==> src/rtl/booth_radix4_mul_iter.sv <==
// Iterative radix-4 Booth multiplier with valid/ready handshakes, flush and clock enable.
// One operation in flight; one recoded digit retired per enabled cycle.
module booth_radix4_mul_iter #(
    parameter int unsigned XLEN = 32
) (
    input  logic              clk_i,
    input  logic              rst_n_i,
    input  logic              clk_en_i,
    input  logic              flush_i,
    input  logic              valid_i,
    output logic              ready_o,
    input  logic [XLEN-1:0]   op_a_i,
    input  logic [XLEN-1:0]   op_b_i,
    input  logic [1:0]        op_sel_i,
    output logic              valid_o,
    input  logic              ready_i,
    output logic [XLEN-1:0]   result_o,
    output logic [2*XLEN-1:0] product_o,
    output logic              busy_o
);

    localparam int unsigned STEPS = (XLEN + 2) / 2;
    localparam int unsigned CNT_W = $clog2(STEPS);
    localparam int unsigned EW    = XLEN + 2;
    localparam int unsigned PW    = XLEN + 3;

    typedef enum logic [1:0] {IDLE, COMPUTE, DONE} state_e;

    state_e              state_q, state_d;
    logic [CNT_W-1:0]    cnt_q;
    logic [1:0]          sel_q;
    logic [EW-1:0]       mcand_q;
    logic [EW-1:0]       mplier_q;
    logic                lsb_q;
    logic [PW-1:0]       pp_q;
    logic [2*XLEN-1:0]   prod_q;
    logic [XLEN-1:0]     res_q;

    logic                accept;
    logic                last_step;
    logic                sign_a, sign_b;
    logic [EW-1:0]       a_ext, b_ext;
    logic [PW-1:0]       mcand_x, addend, sum;
    logic [PW-1:0]       pp_nxt;
    logic [EW-1:0]       mp_nxt;
    logic [2*XLEN-1:0]   prod_nxt;
    logic [XLEN-1:0]     res_nxt;

    assign accept    = clk_en_i && valid_i && ready_o;
    assign last_step = (state_q == COMPUTE) && (cnt_q == CNT_W'(STEPS - 1));

    assign sign_a = (op_sel_i != 2'b11);
    assign sign_b = !op_sel_i[1];
    assign a_ext  = {{2{sign_a & op_a_i[XLEN-1]}}, op_a_i};
    assign b_ext  = {{2{sign_b & op_b_i[XLEN-1]}}, op_b_i};

    // State register
    always_ff @(posedge clk_i) begin
        if (!rst_n_i) state_q <= IDLE;
        else          state_q <= state_d;
    end

    // Next-state logic; flush acts regardless of clock enable
    always_comb begin
        state_d = state_q;
        if (flush_i) begin
            state_d = IDLE;
        end else if (clk_en_i) begin
            unique case (state_q)
                IDLE:    if (valid_i)   state_d = COMPUTE;
                COMPUTE: if (last_step) state_d = DONE;
                DONE:    if (ready_i)   state_d = IDLE;
                default:                state_d = IDLE;
            endcase
        end
    end

    // Output logic
    always_comb begin
        ready_o   = (state_q == IDLE) && !flush_i;
        valid_o   = (state_q == DONE);
        busy_o    = (state_q != IDLE);
        result_o  = res_q;
        product_o = prod_q;
    end

    // Booth digit from {A[1:0], L}; the step then shifts {P, A, L} right by two
    always_comb begin
        mcand_x = {mcand_q[EW-1], mcand_q};
        addend  = '0;
        unique case ({mplier_q[1:0], lsb_q})
            3'b001, 3'b010: addend = mcand_x;
            3'b011:         addend = {mcand_q, 1'b0};
            3'b100:         addend = -{mcand_q, 1'b0};
            3'b101, 3'b110: addend = -mcand_x;
            default:        addend = '0;
        endcase
        sum      = pp_q + addend;
        pp_nxt   = {{2{sum[PW-1]}}, sum[PW-1:2]};
        mp_nxt   = {sum[1:0], mplier_q[EW-1:2]};
        prod_nxt = {pp_nxt[XLEN-3:0], mp_nxt};
        res_nxt  = (sel_q == 2'b00) ? prod_nxt[XLEN-1:0] : prod_nxt[2*XLEN-1:XLEN];
    end

    // Datapath registers
    always_ff @(posedge clk_i) begin
        if (!rst_n_i) begin
            cnt_q    <= '0;
            sel_q    <= '0;
            mcand_q  <= '0;
            mplier_q <= '0;
            lsb_q    <= 1'b0;
            pp_q     <= '0;
            prod_q   <= '0;
            res_q    <= '0;
        end else if (flush_i) begin
            cnt_q <= '0;
        end else if (clk_en_i) begin
            if (accept) begin
                sel_q    <= op_sel_i;
                mcand_q  <= a_ext;
                mplier_q <= b_ext;
                lsb_q    <= 1'b0;
                pp_q     <= '0;
                cnt_q    <= '0;
            end else if (state_q == COMPUTE) begin
                pp_q     <= pp_nxt;
                mplier_q <= mp_nxt;
                lsb_q    <= mplier_q[1];
                cnt_q    <= cnt_q + CNT_W'(1);
                if (last_step) begin
                    prod_q <= prod_nxt;
                    res_q  <= res_nxt;
                end
            end
        end
    end

endmodule

==> config.mk <==
export PLATFORM = sky130hd
export DESIGN_NAME = booth_radix4_mul_iter
export DESIGN_NICKNAME = d
export VERILOG_FILES = /design/src/rtl/booth_radix4_mul_iter.sv
export SDC_FILE = /design/constraint.sdc
export NUM_CORES = 1
export LEC_CHECK = 0
export BUFFER_PORTS_ARGS = -buffer_cell sky130_fd_sc_hd__buf_4
export CAP_MARGIN = 20
export CORE_MARGIN = 2
export CORE_UTILIZATION = 49
export CTS_CLUSTER_DIAMETER = 120
export DETAILED_ROUTE_END_ITERATION = 6
export PLACE_DENSITY = 0.79
export SLEW_MARGIN = 20
export SYNTH_ARGS = -nofsm -noshare
export SYNTH_HDL_FRONTEND = slang
export SYNTH_SLANG_ARGS = --single-unit
==> constraint.sdc <==
create_clock -name clk_i -period 5.95 [get_ports clk_i]
set_clock_uncertainty 0.1 [all_clocks]
set_input_delay 0.595 -clock clk_i [delete_from_list [all_inputs] [get_ports clk_i]]
set_output_delay 0.595 -clock clk_i [all_outputs]
set_load 0.01 [all_outputs]
Word-level counts from Yosys, hierarchy flattened
Cells that the tools add are included.

Register bits: 208. Bits in latches: 0. Memory bits (writable): 0. Bits in read-only memories: 0. Bits of input ports: 72. Output and inout port bits: 99. Memories kept: 0.

Add/sub/neg operators: 4. $mul: 0. Divide/modulo/power cells: 0. Magnitude comparators: 0. Eq/ne operators: 13. Shift-type cells: 0. Multiplexer cells: 14. Bitwise operators: 5. Reductions and logical operators: 18.

Operators by type and width (count): one-hot mux 35 bit (4 select lines) (1); two-way mux 35 bit (2); negation 35 bit (2); two-way mux 34 bit (2); adder 35 bit (1); two-way mux 32 bit (1); two-way mux 5 bit (2); == test 3 bit (second input constant) (3); == test 3 x 2 -> 1 bit (second input constant) (2); two-way mux 2 bit (3); inequality test 2 bit (second input constant) (3); one-hot mux 2 bit (3 select lines) (1); AND reduction 3 bit (2); OR reduction 2 bit (3); adder 5 x 1 -> 5 bit (second input constant) (1); == test 5 bit (second input constant) (1); AND reduction 5 bit (1); logical AND 1 bit (4); zero test 2 bit (2); AND reduction 4 bit (1); nonzero test 2 bit (2); == test 3 x 1 -> 1 bit (second input constant) (1); inverter 1 bit (3); bitwise AND 1 bit (2); other kinds (6) (8).

Longest topological paths before layout
Word-level depth: 6. Mapped depth: 22. Depth with buffers taken out: 20.

Least setup slack after synthesis
OpenSTA, ideal clock, no wires.

Path kind: reg2reg. From: reg mcand_q[2]. To: reg pp_q[26]. Arrival time: 4.707 ns. Required time: 5.784 ns. Slack: 1.077 ns. Stages on the path, launching flop included: 19. Path buffers: 2. Period minus slack after synthesis: 4.873 ns. Cells stage by stage: dfxtp_1 -> buf_6 -> or4_4 -> or4_4 -> buf_6 -> or3_4 -> or4_4 -> nand2_2 -> xnor2_1 -> a221oi_2 -> a31oi_1 -> ha_1 -> and2_1 -> and2_1 -> a32oi_1 -> a311oi_1 -> o311ai_0 -> a22oi_1 -> nor2b_1.

Word-level cells in the longest chain between the ends: 5. Elaborated cells between the ends (all ways): 6. Classes of those cells: add/sub (3); mux (3).

RTL lines: from (decl) (line 32) `logic [EW-1:0] mcand_q;`; from (signal assigned) (line 121) `mcand_q <= a_ext;`; negation 35 bit (on tied branches) (line 95, 94); one-hot mux 35 bit (4 select lines) * (line 91) `unique case ({mplier_q[1:0], lsb_q})`; adder 35 bit * (line 98) `sum = pp_q + addend;`; two-way mux 35 bit * (line 126) `end else if (state_q == COMPUTE) begin`; two-way mux 35 bit * (line 119) `if (accept) begin`; to (signal assigned) (line 127) `pp_q <= pp_nxt;`; to (decl) (line 35) `logic [PW-1:0] pp_q;`.

Every way passes the cells marked *; elsewhere a longest branch is shown, timed or not. The select of a mux whose other input is x is not followed. A chain may end at the register's enable or synchronous reset.

Worst setup path in the final report
From: reg mcand_q[0]. To: reg pp_q[33].

Same word-level chain as after synthesis.

==> out/metrics.yaml <==
status: "finished clean"
grt_pass1_vias: 10400
area_growth_pct: 18.0
power.leakage_nw: 5.46
wire_per_inst_um: 17.3
critPathArrivalTime_ns: 5.69
firstDrtPassIters: 5
post-synth-top-count-cell: "nand2_1"
slew_violations: 0
final_area_mm2: 0.0138
fin_nets: 1692
slowest_stage: "or4b_1"
netSwitchingPower_mw: 0.785
critPathMaxFanout: 7
r2r_setup_slack_ns: 0.59
clkTransAtPathRegs_ns: 0.06
synth_ff_type: "dfxtp_1"
dpl.cell_count: 1876
fmax_ghz: 0.187
rsz0062_at_grt: "false"
synth_area_mm2: 0.0117
synth_edf_count: 0
vdd_drop_max_mv: 0.171
synth.area.top_cells: "dfxtp_1 35%, nand2_1 11%, a21boi_0 8.4%, a22oi_1 4.8%, xnor2_1 4.1%"
stdcell_count: 1915
p_int_mw: 2.39
dieArea_mm2: 0.0251
finalHoldViolCount: 0
pwr-share-clk_pct: 44.2
port_buffers: 170
cp_num_buf_inv: 1
ys_async_sr_fraction_pct: 0
synth-seq-cells: 206
p_total_mw: 3.17
fillers: 2132
syn_nets: 1600
path_class: "flip-flop to flip-flop"
wirelength_um: 33200
cts_tree: "built"
clkLatencyLatePin_ns: 0.50
drc: 0
die-height_um: 158
num_vias: 11200
cpPeakStageDelay_ns: 0.52
hold_end: "state_q[1]$_SDFFE_PP0P_"
power_frac_seq_pct: 44.8
synth_cells: 1490
fin_crit_ns: 5.36
p_comb_share_pct: 11.0
dp_hpwl_um: 23000
layout-drive-gt1-share_pct: 15.8
tightest_slew_ns: 0.873
die_width_um: 158
crit_path_end_kind: "flip-flop"
path_cells: "inv_1 > ha_1 > or4b_1 > or2_2 > nor4_1 > nand2_1 > nand2_1 > xnor2_1 > a221oi_1 > a31oi_1 > ha_1 > and4_1 > a221o_1 > a32oi_1 > o211ai_1 > a31oi_1 > o21ai_0 > a311o_1 > o211ai_1"
max-clock-path-buffers: 3
viasPerCell: 5.86
drtIter0Drc: 1145
core_area_mm2: 0.0234
power.density_mw_per_mm2: 230
hold_path_class: "primary input to flip-flop"
ys_top_cells_by_count: "352 x nand2_1, 206 x dfxtp_1, 131 x a21boi_0, 110 x clkbuf_1, 74 x a22oi_1"
num_rows: 56
diodes: 0
yosysWarningCount: 0
max-slew-margin-rel_pct: 41.8
hold_depth: 2
initial_core_util_pct: 49.9
clock_sinks: 206
synth_top_area_share_pct: 35.3
regToRegEndpoint: "pp_q[33]$_SDFFE_PN0P_"
fin_setup_tns_ns: 0
grt_pass1_wl_um: 53400
root_buffer: "clkbuf_16"
antenna_found_initial: 0
ys_seq_area_share_pct: 35.3
gr-total-overflow: 0
place_congestion: 0.946
post_cts_buffers: 0
pin_count: 171
grt_max_degree: 103
required_ns: 6.28
startpoint_type: "flip-flop"
rr_startpoint: "mcand_q[0]$_SDFFE_PN0P_"
reg2reg_depth: 19
cts_buffers: 23
syn_avg_cell_area_um2: 7.84
htree_levels: 1
yosys.area.top_type: "dfxtp_1"
swShare_pct: 24.7
crit_family: "compound AO/OA/AOI/OAI gates"
grt_use_total_pct: 26.0
setup_viol: 0
period_share_pct: 90.0
placed_cell_area_mm2: 0.0130
max_cap_violations: 0
ant_nets: 0
synthDistinctLibCells: 68
post-route-util_pct: 58.9
hp-start: "flush_i"
==> repair_timing <==
item | 4_1_cts | 5_1_grt
resized for setup | 0 | 1
setup endpoints to repair | 0 | 2
hold buffers | 0 | 0
==> worst max path at each step <==
stage                                  startpoint  slack, ns                   endpoint  depth (start not counted)
after floorplan           mcand_q[2]$_SDFFE_PN0P_       1.08      pp_q[26]$_SDFFE_PN0P_                         18
after global placement    mcand_q[2]$_SDFFE_PN0P_       0.79      pp_q[26]$_SDFFE_PN0P_                         16
after detailed placement  mcand_q[0]$_SDFFE_PN0P_       0.66      pp_q[26]$_SDFFE_PN0P_                         17
after CTS                 mcand_q[0]$_SDFFE_PN0P_       0.58      pp_q[26]$_SDFFE_PN0P_                         17
after global routing      mcand_q[1]$_SDFFE_PN0P_       0.15  result_o[28]$_SDFFE_PN0P_                         18
final                     mcand_q[0]$_SDFFE_PN0P_       0.59      pp_q[33]$_SDFFE_PN0P_                         19
==> kinds of logic (layout without fill, tap and decap cells) <==
| kind of cell | count (synthesis) | count (layout) | synth area share [%] |
|---|---|---|---|
| muxes | 12 | 12 | 1.12 |
| xor gates and xnor gates | 79 | 79 | 5.92 |
| AOI/OAI and AO/OA | 441 | 441 | 27.0 |
| buffers and inverters | 140 | 246 | 4.64 |
| DFF | 206 | 206 | 35.3 |
| and+or+nand+nor | 574 | 574 | 21.9 |
| adders and majority gates | 38 | 38 | 4.13 |
==> routing by layer <==
metal  wire length (µm)  track usage (%)  vias to the layer above
li1                   -                -                     5437
met1              15000             37.3                     5242
met2              14700             41.1                      486
met3               2800             3.70                       53
met4                682             6.74                        0
met5                  0                0                        -
==> power groups by stage <==
stage	clock, mW	sequential, mW	combinational (mW)
final	1.40	1.42	0.349
after global routing	1.48	1.42	0.380
after CTS	1.42	1.42	0.344
after detailed placement	0	1.45	0.342
after global placement	0	1.45	0.337
after floorplan	0	1.44	0.254
==> registers in the layout (all words and copies together), names as in the netlist <==
| name | cells |
|---|---|
| product_o | 64 |
| mplier_q | 34 |
| mcand_q | 33 |
| pp_q | 33 |
| result_o | 32 |
| cnt_q | 5 |
| sel_q | 2 |
| state_q | 2 |
| lsb_q | 1 |
==> metrics by stage <==
step / hold WS [ns] / setup slack [ns]
global placement: 0.353 / 0.791
detailed placement: 0.359 / 0.655
floorplan: 0.351 / 1.08
finish: 0.228 / 0.593
CTS: 0.218 / 0.582
global route: 0.242 / 0.150
==> placed cells by master (no fill, tap or decap), types with 7 or more instances in the layout <==
| master | count |
|---|---|
| clkbuf_1 | 7 |
| o21ai_0 | 45 |
| a22oi_1 | 74 |
| nor2_1 | 54 |
| or3_1 | 8 |
| a21boi_0 | 131 |
| inv_1 | 19 |
| a21o_1 | 12 |
| nor3_1 | 23 |
| a211oi_1 | 12 |
| clkbuf_16 | 23 |
| mux2_2 | 9 |
| buf_4 | 187 |
| a221oi_1 | 16 |
| o211a_1 | 18 |
| ha_1 | 37 |
| nand2_1 | 352 |
| xnor2_1 | 55 |
| nand3_1 | 36 |
| xor2_1 | 24 |
| nand2b_1 | 9 |
| a21oi_1 | 52 |
| and3_1 | 8 |
| nor2b_1 | 37 |
| a31oi_1 | 28 |
| dfxtp_1 | 205 |
==> cell type report <==
class                   instances  area [µm²]  area share [%]
clock buffers                  34         657            4.77
well taps                     319         399            2.90
flip-flops and latches        206        4130            29.9
repair buffers                187        1400            10.2
inverters                      20        75.1           0.545
clock inverters                 5        77.6           0.563
multi-input cells            1144        7040            51.1
Power figures use the tool's default switching activity.
